--- src/rtl/sr04_ctrl.sv ---
// HC-SR04 measurement sequencer: trigger, echo wait, echo width to cm, holdoff.
// Define SR04_ECHO_SYNC_EN to put a 2-flop synchronizer on i_echo.
`timescale 1ns/1ps
module sr04_ctrl #(
  parameter int TRIG_US    = 11,
  parameter int WAIT_TO_US = 30000,
  parameter int ECHO_TO_US = 25000,
  parameter int HOLDOFF_US = 60000,
  parameter int US_PER_CM  = 58,
  parameter int DIST_W     = 9
) (
  input  logic              clk,
  input  logic              rst,
  input  logic              i_tick,
  input  logic              i_start,
  input  logic              i_echo,
  output logic              o_trig,
  output logic              o_busy,
  output logic              o_done,
  output logic              o_err,
  output logic [DIST_W-1:0] o_dist
);

  localparam int SUB_W = (US_PER_CM > 1) ? $clog2(US_PER_CM) : 1;

  localparam logic [15:0]      TRIG_LAST = 16'(TRIG_US - 1);
  localparam logic [15:0]      WAIT_LAST = 16'(WAIT_TO_US - 1);
  localparam logic [15:0]      ECHO_LAST = 16'(ECHO_TO_US - 1);
  localparam logic [15:0]      HOLD_LAST = 16'(HOLDOFF_US - 1);
  localparam logic [SUB_W-1:0] SUB_LAST  = SUB_W'(US_PER_CM - 1);

  typedef enum logic [2:0] {
    S_IDLE,
    S_TRIG,
    S_WAIT,
    S_MEAS,
    S_DONE,
    S_ERR,
    S_HOLD
  } state_t;

  state_t             state;
  state_t             state_nxt;
  logic [15:0]        t_cnt;
  logic [SUB_W-1:0]   sub_cnt;
  logic [DIST_W-1:0]  cm_cnt;
  logic               echo_in;
  logic               echo_s;
  logic               echo_q;
  logic               rise;
  logic               fall;

  function automatic logic [DIST_W-1:0] sat_inc(input logic [DIST_W-1:0] v);
    return (&v) ? v : v + 1'b1;
  endfunction

`ifdef SR04_ECHO_SYNC_EN
  logic echo_p0;
  logic echo_p1;

  always_ff @(posedge clk or posedge rst) begin
    if (rst) begin
      echo_p0 <= 1'b0;
      echo_p1 <= 1'b0;
    end else begin
      echo_p0 <= i_echo;
      echo_p1 <= echo_p0;
    end
  end

  assign echo_in = echo_p1;
`else
  assign echo_in = i_echo;
`endif

  // edge-detect stage: echo_s is the internal echo, echo_q its previous value
  always_ff @(posedge clk or posedge rst) begin
    if (rst) begin
      echo_s <= 1'b0;
      echo_q <= 1'b0;
    end else begin
      echo_s <= echo_in;
      echo_q <= echo_s;
    end
  end

  assign rise = echo_s & ~echo_q;
  assign fall = ~echo_s & echo_q;

  always_ff @(posedge clk or posedge rst) begin
    if (rst) state <= S_IDLE;
    else     state <= state_nxt;
  end

  // fall is tested before the echo timeout so it wins a same-clk tie
  always_comb begin
    state_nxt = state;
    case (state)
      S_IDLE: if (i_start) state_nxt = S_TRIG;
      S_TRIG: if (i_tick && t_cnt == TRIG_LAST) state_nxt = S_WAIT;
      S_WAIT: begin
        if (rise)                               state_nxt = S_MEAS;
        else if (i_tick && t_cnt == WAIT_LAST)  state_nxt = S_ERR;
      end
      S_MEAS: begin
        if (fall)                               state_nxt = S_DONE;
        else if (i_tick && t_cnt == ECHO_LAST)  state_nxt = S_ERR;
      end
      S_DONE: state_nxt = S_HOLD;
      S_ERR:  state_nxt = S_HOLD;
      S_HOLD: if (i_tick && t_cnt == HOLD_LAST) state_nxt = S_IDLE;
      default: state_nxt = S_IDLE;
    endcase
  end

  always_ff @(posedge clk or posedge rst) begin
    if (rst)                     t_cnt <= '0;
    else if (state_nxt != state) t_cnt <= '0;
    else if (i_tick)             t_cnt <= t_cnt + 16'd1;
  end

  // running divide: one cm per US_PER_CM echo ticks
  always_ff @(posedge clk or posedge rst) begin
    if (rst) begin
      sub_cnt <= '0;
      cm_cnt  <= '0;
    end else if (state == S_IDLE) begin
      sub_cnt <= '0;
      cm_cnt  <= '0;
    end else if (state == S_MEAS && i_tick && echo_s) begin
      if (sub_cnt == SUB_LAST) begin
        sub_cnt <= '0;
        cm_cnt  <= sat_inc(cm_cnt);
      end else begin
        sub_cnt <= sub_cnt + 1'b1;
      end
    end
  end

  always_ff @(posedge clk or posedge rst) begin
    if (rst) begin
      o_trig <= 1'b0;
      o_busy <= 1'b0;
      o_done <= 1'b0;
      o_err  <= 1'b0;
      o_dist <= '0;
    end else begin
      o_trig <= (state_nxt == S_TRIG);
      o_busy <= (state_nxt != S_IDLE);
      o_done <= (state == S_DONE);
      o_err  <= (state == S_ERR);
      if (state == S_DONE) o_dist <= cm_cnt;
    end
  end

endmodule

--- config.mk ---
export PLATFORM = sky130hd
export DESIGN_NAME = sr04_ctrl
export DESIGN_NICKNAME = d
export VERILOG_FILES = /design/src/rtl/sr04_ctrl.sv
export SDC_FILE = /design/constraint.sdc
export NUM_CORES = 1
export LEC_CHECK = 0
export ABC_AREA = 1
export CORE_MARGIN = 4
export CORE_UTILIZATION = 55
export CTS_BUF_LIST = sky130_fd_sc_hd__clkbuf_16
export DETAILED_ROUTE_END_ITERATION = 7
export GPL_TIMING_DRIVEN = 0
export MAX_ROUTING_LAYER = met4
export PLACE_DENSITY = 0.75
export SLEW_MARGIN = 0
export SYNTH_ARGS = -nofsm -noshare
export SYNTH_HDL_FRONTEND = slang
export SYNTH_SLANG_ARGS = --single-unit
--- constraint.sdc ---
create_clock -name clk -period 2.1 [get_ports clk]
set_input_delay 0.525 -clock clk [delete_from_list [all_inputs] [get_ports clk]]
set_output_delay 0.525 -clock clk [all_outputs]
set_load 0.1 [all_outputs]
; After elaboration in Yosys (flattened, before gate mapping)
; Index checks and enable logic that the tools add are counted.
[word_totals]
reg_bits = 49
in_bits = 5
word_cells = 63
[classes]
n_addsub = 3
eq_ne = 14
mux = 17
bitwise = 4
reduce_logical = 14
[ops]
columns = op, n
row1 = two-way mux 9 bit, 4
row2 = equality test 16 x 15 -> 1 bit (second input constant), 2
row3 = two-way mux 16 bit, 2
row4 = two-way mux 3 bit, 7
row5 = two-way mux 6 bit, 3
row6 = case mux 3 bit (6 select lines), 1
row7 = adder 16 x 1 -> 16 bit (second input constant), 1
row8 = equality test 16 bit (second input constant), 1
row9 = equality test 16 x 4 -> 1 bit (second input constant), 1
row10 = adder 9 x 1 -> 9 bit (second input constant), 1
row11 = equality test 3 bit (second input constant), 3
row12 = AND reduction 9 bit, 1
row13 = adder 6 x 1 -> 6 bit (second input constant), 1
row14 = equality test 3 x 1 -> 1 bit (second input constant), 2
row15 = equality test 3 x 2 -> 1 bit (second input constant), 2
row16 = equality test 6 bit (second input constant), 1
row17 = logical AND 1 bit, 6
row18 = nonzero test 2 bit, 3
row19 = zero test 3 bit, 1
row20 = inequality test 3 bit, 1
row21 = AND reduction 3 bit, 1
row22 = nonzero test 3 bit, 1
row23 = AND 1 bit, 2
row24 = inequality test 2 bit (second input constant), 1
row25 = 2 further kinds, 3

; Logic depth before layout (Yosys ltp)
; Gate-level depths: netlist of run 1.
[depth]
ltp_word = 7
mapped_depth = 16
mapped_depth_nobuf = 15

; Worst setup path after synthesis of run 1
; No wires, ideal clock.
[synth_timing]
kind = input to register
start = input i_tick
end = register t_cnt[1]
setup_time_ns = 0.122
arrival_time_ns = 1.659
path_slack_ns = 0.319
stages = 11
n_path_buf = 2
path_cell_list = buf_4 -> nand2_2 -> nor2_1 -> nand2_1 -> nor2_1 -> nand2_1 -> a21oi_4 -> nand4_1 -> nand3_4 -> buf_6 -> nor2_2
[synth_via]
elab_chain_len = 6
[synth_rtl]
columns = element, line
row1 = "start, declared", 14  ; input logic i_tick,
row2 = "logical AND 1 bit, on equally long branches", "107, 103"
row3 = "two-way mux 3 bit, on equally long branches", "107, 103"
row4 = "two-way mux 3 bit, on equally long branches", "106, 102"
row5 = case mux 3 bit (6 select lines), 98  ; case (state)
row6 = inequality test 3 bit, 118  ; else if (state_nxt != state) t_cnt <= '0;
row7 = two-way mux 16 bit / nonzero test 2 bit (equally long branches), --
row8 = "end signal, assigned", 119  ; else if (i_tick) t_cnt <= t_cnt + 16'd1;
row9 = "end, declared", 44  ; logic [15:0] t_cnt;
; Parallel ways exist; a longest one is shown, timed or not.
; A chain may end at the register's enable or synchronous reset.

; Worst setup path after layout of run 1
[layout_timing]
start = register o_dist[5]
end = output o_dist[5]
[layout_rtl]
columns = element, line
row1 = "start, declared", 21  ; output logic [DIST_W-1:0] o_dist
row2 = "start signal, assigned", 152  ; if (state == S_DONE) o_dist <= cm_cnt;
; No word-level cell between the ends.

==> results.cfg, run 1 <==
[cells_and_area]
area_delta_synth_final_pct = 16.63
fin_area_sq_mm = 0.003124
drive_above_1_share_pct = 14.71
antennaDiodeCount = 0
fin_nets = 378
fillers = 418

[power_and_ir_drop]
p_leak_uw = 0.001453
irDropWorstVdd_uv = 826.2
switching_share_pct = 41.99
p_per_area_mw_per_mm2 = 1068
p_int_uw = 1937
pwr-share-comb_pct = 43.3
clkPwrFrac_pct = 22.3
power_frac_seq_pct = 34.4
switchingPower_uw = 1402

[grt]
grt.total_usage_pct = 20.02
grt_overflow = 0
grt_util_met3_pct = 3.480
grt_pass1_vias = 2138
grt.met1_usage_pct = 25.04
grt_max_degree = 36
grt_antenna_before_repair = 0
grt_pass1_wl_microns = 9418
grtUsageMet2_pct = 32.71
top_usage_layer = met2

[worst_setup_path]
critPathKind = reg -> out
crit_family = buffers and inverters
max_stage_delay_ps = 860
rrSetupSlack_ps = 120
r2r_end = cm_cnt[4]
crit_fanout = 2
r2r_start = cm_cnt[0]
crit_path_top_delay_cell = dlygate4sd2_1
cp_data_arrival_time_ps = 1490
required_ps = 1570
crit_chain = dlygate4sd2_1
end_kind = output port
cp.buffers_inverters = 1
cp-start-kind = register
worstRegToRegCells = 13

[detailed_routing]
wl_microns = 5415
route.detailed.drc = 0
viasPerCell = 5.002
drt_iter0_drc = 123
vias = 2171
wl_per_cell_microns = 12.48
drtAntennaViolNets = 0
first_pass_iters = 4

[floorplan]
die-area_sq_mm = 0.006051
pin_count = 18
die_h_microns = 77.79
die_w_microns = 77.79
rows = 25
core_sq_mm = 0.004723
start_util_pct = 56.72

[timing]
skew_ps = 3.199
post-route-period-util_pct = 96.00
slew_violations = 0
whs_ps = 407.9
hold_viol_final = 0
slew_headroom_pct = 36.46
worst_slew_pin_slew_ps = 956.9
max_freq_mhz = 496.0
layout_min_cycle_time_ps = 2016
setup_viol = 0

[logic_synthesis]
synth_edf_count = 0
synth_cell_types = 32
ys_top_cells_by_count = nand2_1 (67), dfrtp_1 (49), nor2_1 (47), inv_1 (45), nand3_1 (19)
ys_warn_count = 0
ys.flop_type = dfrtp_1
synth-async-reset-ratio_pct = 100.0
synth_area_leaders = dfrtp_1 (46%), nand2_1 (9.4%), nor2_1 (6.6%)
yosysSeqAreaShare_pct = 45.77
yosysTopAreaCell = dfrtp_1
syn_inst = 339
yosys.cell_count.top_type = nand2_1
syn_nets = 350
synth_top_area_share_pct = 45.77
synth_area_sq_mm = 0.002679
synth_seq_cells = 49
syn_area_per_cell_sq_um = 7.902

[worst_hold_path]
hp-class = reg -> reg
worstHoldStart = echo_s
hold_end = echo_q
whs_path_depth = 0

[cts]
cts_buffers = 5
cts_root_buffer = clkbuf_16
cts-hold-fix-buffers = 0
insertion_delay_ps = 280
clockBufferDepth = 2
path_clk_slew_ps = 60
cts.htree.levels = 2
numClockSinks = 49
cts_tree = yes

[place]
place_congestion = 0.8655
placed_area_sq_mm = 0.002943
io_buffers = 16
hpwl_microns = 3973

[status]
status = completed

[job]
maxCapViolations = 0
==> flip-flops by register name, summed over array words and instances (netlist names) <==
| signal | flops |
|---|---|
| cm_cnt | 9 |
| echo_q | 1 |
| echo_s | 1 |
| o_busy | 1 |
| o_dist | 9 |
| o_done | 1 |
| o_err | 1 |
| o_trig | 1 |
| state | 3 |
| sub_cnt | 6 |
| t_cnt | 16 |
==> stage by stage <==
stage               util, %  power, uW  std cells  setup slack [ps]  TNS, ps
floorplan                 -       2208        339             318.6        0
global placement      61.88       2470        422            -548.3   -26730
detailed placement    62.30       2509        423             70.75        0
CTS                   64.77       3229        430             71.77        0
global route          66.15       3551        434            -11.50   -15.08
finish                66.15       3338        434             84.01        0
==> what timing repair did <==
action,CTS,global route
resized for setup,13,12
gates cloned,0,1
endpoints found under the setup margin,13,18
pin swaps,0,1
buffers inserted,0,3
==> power groups by stage <==
stage | logic [uW] | clock network (uW) | registers (uW)
after CTS | 1320 | 760 | 1150
after global routing | 1570 | 812 | 1170
final | 1450 | 745 | 1150
after detailed placement | 1340 | 0 | 1170
after floorplan | 773 | 0 | 1440
after global placement | 1310 | 0 | 1160
==> layout by cell type (no fill, tap or decap), types with 2 or more instances in the layout <==
master,instances
a21oi_1,6
buf_12,2
buf_4,5
clkbuf_16,5
clkdlybuf4s50_1,3
dfrtp_1,49
dlygate4sd2_1,13
ha_1,5
inv_1,44
inv_2,6
nand2_1,66
nand2_2,8
nand3_1,19
nand3_2,2
nand4_1,7
nor2_1,45
nor2_2,16
nor3_1,13
nor3_2,3
o21ai_0,16
o21ai_1,2
o22ai_1,2
xnor2_1,2
xor2_1,13
==> routing by layer <==
metal  wire length, microns  vias to the layer above
met5                      0                        -
met3                    168                        8
met2                   2637                       36
met4                     83                        0
li1                       -                     1122
met1                   2525                     1005
==> final cells by class <==
class / instances / area (sq um) / share of cell area, %
inverter: 49 / 183.9 / 5.887
multi-input combinational: 235 / 1245 / 39.85
clock inverter: 2 / 7.507 / 0.2403
clock buffer: 5 / 125.1 / 4.005
sequential: 49 / 1226 / 39.25
buffer: 6 / 55.05 / 1.762
timing repair buffer: 21 / 197.7 / 6.328
tap: 67 / 83.83 / 2.683
==> cell families after synthesis <==
kind of cell | share of synthesized area [%]
AOI/OAI and AO/OA | 6.399
adders and majority gates | 2.802
and+or+nand+nor | 31.62
DFF | 45.77
xor gates and xnor gates | 4.904
buffers and inverters | 8.500
==> worst max-delay path by stage <==
stage / from / to / depth (start not counted)
after floorplan: i_tick / t_cnt[1] / 11
after detailed placement: i_tick / cm_cnt[4] / 9
after CTS: o_dist[2] / o_dist[2] / 1
final: o_dist[5] / o_dist[5] / 1
after global routing: cm_cnt[0] / cm_cnt[4] / 13
after global placement: rst / state[0] / 2
Note: power is estimated with default switching activity, not from simulation.
==> run 2, diff against run 1 <==
--- a/config.mk
+++ b/config.mk
@@ -6,13 +6,14 @@
 export NUM_CORES = 1
 export LEC_CHECK = 0
 export ABC_AREA = 1
+export CAP_MARGIN = 20
 export CORE_MARGIN = 4
-export CORE_UTILIZATION = 55
+export CORE_UTILIZATION = 53
 export CTS_BUF_LIST = sky130_fd_sc_hd__clkbuf_16
 export DETAILED_ROUTE_END_ITERATION = 7
 export GPL_TIMING_DRIVEN = 0
 export MAX_ROUTING_LAYER = met4
-export PLACE_DENSITY = 0.75
+export PLACE_DENSITY = 0.76
 export SLEW_MARGIN = 0
 export SYNTH_ARGS = -nofsm -noshare
 export SYNTH_HDL_FRONTEND = slang
==> constraint.sdc (replaced) <==
create_clock -name clk -period 1.82 [get_ports clk]
set_input_delay 0.455 -clock clk [delete_from_list [all_inputs] [get_ports clk]]
set_output_delay 0.455 -clock clk [all_outputs]
set_load 0.1 [all_outputs]
==> run 2 against run 1 <==
Effect of this change: final area is 10% higher; largest power group unchanged; worst setup slack worse by 170 ps; the flow now finishes with violations (negative setup slack); largest cell class unchanged; count of clock-buffer cells in the layout unchanged; clock power grew 23%; critical path type is now reg -> reg; highest routed layer unchanged; final cell count is 3.5% higher; first-iteration DRC count is 15% higher.
==> results.cfg, run 2 (same netlist as run 1, synthesis figures left out) <==
[detailed_routing]
drt_iter0_drc = 142
drtAntennaViolNets = 0
first_pass_iters = 4
wl_microns = 6007
route.detailed.drc = 0
viasPerCell = 5.198
vias = 2334
wl_per_cell_microns = 13.38

[grt]
grt.total_usage_pct = 19.70
grt_max_degree = 34
grt_pass1_vias = 2073
grt_antenna_before_repair = 0
grt_pass1_wl_microns = 9459
grt_overflow = 0

[worst_setup_path]
critPathCapture = t_cnt[13]
max_stage_delay_ps = 410
crit_start = t_cnt[1]
cp_num_cells = 16
crit_chain = buf_6, ha_4, nand2_2, inv_2, nand2_2, nor2_4, nand2_1, nand2_1, nand2_2, nor2_4, nand2_2, nand2_2, nand2_2, nand3_4, clkbuf_16, nor2_2
rrSetupSlack_ps = -80
r2r_start = t_cnt[1]
cp-start-kind = register
crit_top_cell = nand2_2
crit_path_top_delay_cell = dfrtp_2
crit_fanout = 5
cp.buffers_inverters = 3
cp_data_arrival_time_ps = 2080
r2r_end = t_cnt[13]
required_ps = 2000
end_kind = register
worstRegToRegCells = 16
critPathKind = reg -> reg
crit_family = simple AND/OR/NAND/NOR gates

[timing]
max_freq_mhz = 525.2
skew_ps = 2.995
worst_slew_pin_slew_ps = 557.3
slew_violations = 0
hold_viol_final = 0
post-route-period-util_pct = 104.6
rsz0062_at_grt = yes
slew_headroom_pct = 62.56
setup_viol = 19
layout_min_cycle_time_ps = 1904
setup_slack_ps = -84.18

[cells_and_area]
fin_nets = 392
area_delta_synth_final_pct = 28.77
antennaDiodeCount = 0
reg_top3 = t_cnt (16), cm_cnt (9), o_dist (9)
drive_above_1_share_pct = 29.84
largest_reg_flops = 16
layout_common_cells = nand2_1 (57), dfrtp_1 (46), inv_1 (39)
fin_area_sq_mm = 0.003450
largest-register = t_cnt
final_util_pct = 71.61
final_common_cell = nand2_1

[floorplan]
rows = 25
die-area_sq_mm = 0.006256
die_h_microns = 79.10
pin_count = 18
core_sq_mm = 0.004817
start_util_pct = 55.61
die_w_microns = 79.10

[cts]
cts_tree = yes
path_clk_slew_ps = 70
cts_root_buffer = clkbuf_16
insertion_delay_ps = 290
numClockSinks = 49
cts.htree.levels = 2
cts-hold-fix-buffers = 0
cts_buffers = 5
clockBufferDepth = 2

[job]
maxCapViolations = 0

[place]
hpwl_microns = 3945
place_congestion = 0.9046
placed_area_sq_mm = 0.002943
io_buffers = 16

[status]
status = finished, violations left
violations = negative setup slack

[worst_hold_path]
hp-class = reg -> reg

[power_and_ir_drop]
irDropWorstVdd_uv = 779.9
p_per_area_mw_per_mm2 = 1294
finalPower_uw = 4464
p_leak_uw = 0.001542
## run 2: stage by stage
stage / setup TNS [ps] / hold WS [ps] / worst slack, ps / std cells
after floorplan: 0 / 374.4 / 55.01 / 339
after global placement: -40830 / 431.2 / -776.7 / 422
after detailed placement: -3626 / 413.5 / -195.0 / 423
after CTS: -564.8 / 429.8 / -58.17 / 435
after global routing: -3964 / 441.9 / -210.5 / 449
final: -1039 / 431.1 / -84.18 / 449
## run 2: timing repair
item                       CTS  global route
setup endpoints to repair   33            28
gates cloned                 1             1
pin swaps                    4            23
gates resized for setup     57            44
setup buffers                3            13
## run 2: power breakdown
group          leakage [uW]  total (uW)  internal [uW]  switching (uW)
combinational      0.000814        2210            826            1390
clock             0.0000712         915            505             410
sequential         0.000657        1340           1240             101
total               0.00154        4460           2570            1900
## run 2: how the worst min path moves through the flow
stage            from      to  slack [ps]  cells after the start
3_5_place_dp   echo_s  echo_q         410                      0
5_1_grt        echo_s  echo_q         440                      0
3_3_place_gp   echo_s  echo_q         430                      0
6_report       echo_s  echo_q         430                      0
2_1_floorplan  echo_s  echo_q         370                      0
4_1_cts        echo_s  echo_q         430                      0
## run 2: layer usage
layer	global-route usage [%]	wire [microns]	vias up	part of all wire, %
met5	-	0	-	0
met4	6.014	105	0	1.7
met3	3.968	315	11	5.2
met2	30.72	2896	78	48
met1	26.12	2690	1095	45
li1	-	-	1150	-
## run 2: area by class of cell
| class | instances | area (sq um) |
|---|---|---|
| Multi-Input combinational cell | 235 | 1396 |
| Fill cell | 383 | 1368 |
| Sequential cell | 49 | 1230 |
| Timing Repair Buffer | 35 | 354.1 |
| Inverter | 49 | 183.9 |
| Clock buffer | 5 | 125.1 |
| Tap cell | 67 | 83.83 |
| Buffer | 6 | 58.81 |
| Clock inverter | 3 | 17.52 |
==> run 3, diff against run 2 <==
--- a/config.mk
+++ b/config.mk
@@ -11,6 +11,7 @@
 export CORE_UTILIZATION = 53
 export CTS_BUF_LIST = sky130_fd_sc_hd__clkbuf_16
 export DETAILED_ROUTE_END_ITERATION = 7
+export GPL_ROUTABILITY_DRIVEN = 0
 export GPL_TIMING_DRIVEN = 0
 export MAX_ROUTING_LAYER = met4
 export PLACE_DENSITY = 0.76
==> run 3 against run 2 <==
Effect of this change: routed wire length rose by 2.5%; final cell count fell by 0.22%; worst setup slack got worse by 45 ps; largest power group unchanged; sequential power barely moved; flip-flop and latch count did not move; total power rose by 2.6%; critical path depth fell by 2; critical endpoint is now cm_cnt[5]; combinational power rose by 6%; the flow still finishes with violations (negative setup slack); via count rose by 2.3%; final area rose by 0.87%; worst hold slack improved by 18 ps.
==> results.cfg, run 3 (same netlist as run 1, synthesis figures left out) <==
[status]
status = finished, violations left
violations = negative setup slack

[timing]
skew_ps = 7.519
slew_headroom_pct = 63.51
layout_min_cycle_time_ps = 1950
tns_ps = -1810
slew_violations = 0
setup_viol = 19
worst_slew_pin_slew_ps = 543.1
max_freq_mhz = 512.9
rsz0062_at_grt = yes
post-route-period-util_pct = 107.1
setup_slack_ps = -129.6
hold_viol_final = 0

[worst_setup_path]
critPathKind = reg -> reg
max_stage_delay_ps = 410
end_kind = register
cp-start-kind = register
crit_fanout = 5
crit_path_top_delay_cell = dfrtp_1
cp_data_arrival_time_ps = 2150
crit_chain = ha_4, nand2_4, nor3_4, nand2_2, nor2_2, ha_2, nand2_1, nand2_2, nor2_4, buf_6, nand2_4, o21ai_1, nand2_1, nor2_1
required_ps = 2020

[power_and_ir_drop]
clkPwrFrac_pct = 19.7
irDropWorstVdd_uv = 766.9
p_int_uw = 2652
power_frac_seq_pct = 29.2
p_per_area_mw_per_mm2 = 1317
pwr-share-comb_pct = 51.1
switchingPower_uw = 1930
switching_share_pct = 42.12
p_leak_uw = 0.001564

[detailed_routing]
drtAntennaViolNets = 0
route.detailed.drc = 0
first_pass_iters = 6
wl_microns = 6155
wl_per_cell_microns = 13.74
viasPerCell = 5.328
drt_iter0_drc = 173
vias = 2387

[cells_and_area]
final_util_pct = 72.23
largest_reg_flops = 16
final_common_cell = nand2_1
largest-register = t_cnt
antennaDiodeCount = 0
layout_common_cells = nand2_1 (54), dfrtp_1 (49), inv_1 (40)
drive_above_1_share_pct = 29.66
area_delta_synth_final_pct = 29.89
fin_nets = 391
reg_top3 = t_cnt (16), cm_cnt (9), o_dist (9)
fin_area_sq_mm = 0.003480

[worst_hold_path]
hp-class = reg -> reg

[cts]
numClockSinks = 49
cts-hold-fix-buffers = 0
cts_root_buffer = clkbuf_16
clockBufferDepth = 2
insertion_delay_ps = 290
path_clk_slew_ps = 70
cts_tree = yes
cts.htree.levels = 2
cts_buffers = 5

[grt]
grt_pass1_vias = 2220
grt_max_degree = 34
grt.total_usage_pct = 21.06
grt_antenna_before_repair = 0
grt_overflow = 0
grt_pass1_wl_microns = 10140

[floorplan]
rows = 25
core_sq_mm = 0.004817
die-area_sq_mm = 0.006256
die_h_microns = 79.10
start_util_pct = 55.61
pin_count = 18
die_w_microns = 79.10

[place]
hpwl_microns = 3747
io_buffers = 16
placed_area_sq_mm = 0.002943

[job]
maxCapViolations = 0
[run 3: final timing paths]
kind                            from         to  slack, ps  cells past startpoint
setup / recovery           cm_cnt[0]  cm_cnt[5]       -130                     14
hold / removal                echo_s     echo_q        450                      0
setup reg to reg           cm_cnt[0]  cm_cnt[5]       -130                     14
hold reg to reg               echo_s     echo_q        450                      0
max in group asynchronous        rst   t_cnt[4]        860                      3
min in group asynchronous        rst     echo_s        460                      2
[run 3: layout make-up]
class / instances / area [sq um]
multi-input cells: 235 / 1423
inverters: 49 / 183.9
fillers: 349 / 1338
clock buffers: 5 / 125.1
well taps: 67 / 83.83
clock inverters: 3 / 17.52
flip-flops and latches: 49 / 1226
plain buffers: 6 / 53.80
repair buffers: 34 / 366.6
[run 3: power groups by stage]
stage	Clock [uW]	Combinational, uW	Sequential [uW]
3_5_place_dp	0	1530	1350
6_report	903	2340	1340
2_1_floorplan	0	892	1660
4_1_cts	923	2170	1320
5_1_grt	961	2520	1360
3_3_place_gp	0	1510	1340
[run 3: timing repair]
item                                    CTS  global route
hold endpoints to repair                  0             0
pin swaps                                14            18
cloned                                    2             0
endpoints found under the setup margin   38            31
setup buffers                            13             4
gates resized for setup                  74            37
[run 3: stage by stage]
step / power, uW / hold WS (ps) / std cells / setup slack [ps]
after floorplan: 2548 / 374.4 / 339 / 55.01
after global placement: 2849 / 431.2 / 422 / -762.6
after detailed placement: 2874 / 434.2 / 423 / -190.4
after CTS: 4411 / 448.9 / 445 / -131.0
after global routing: 4832 / 458.6 / 448 / -245.1
final: 4582 / 448.9 / 448 / -129.6
[run 3: critical path, delay by kind of cell, from the launching register on]
family                     cells  cell delay (ps)
buffers and inverters          1              150
AOI/OAI and AO/OA              1              150
and+or+nand+nor               10              790
DFF                            1              410
adders and majority gates      2              350
[run 3: routing by layer]
metal | part of all wire [%] | GRT usage [%]
met5 | 0 | -
met4 | 2.5 | 7.904
met3 | 5.6 | 4.082
met2 | 49 | 34.18
met1 | 43 | 26.21
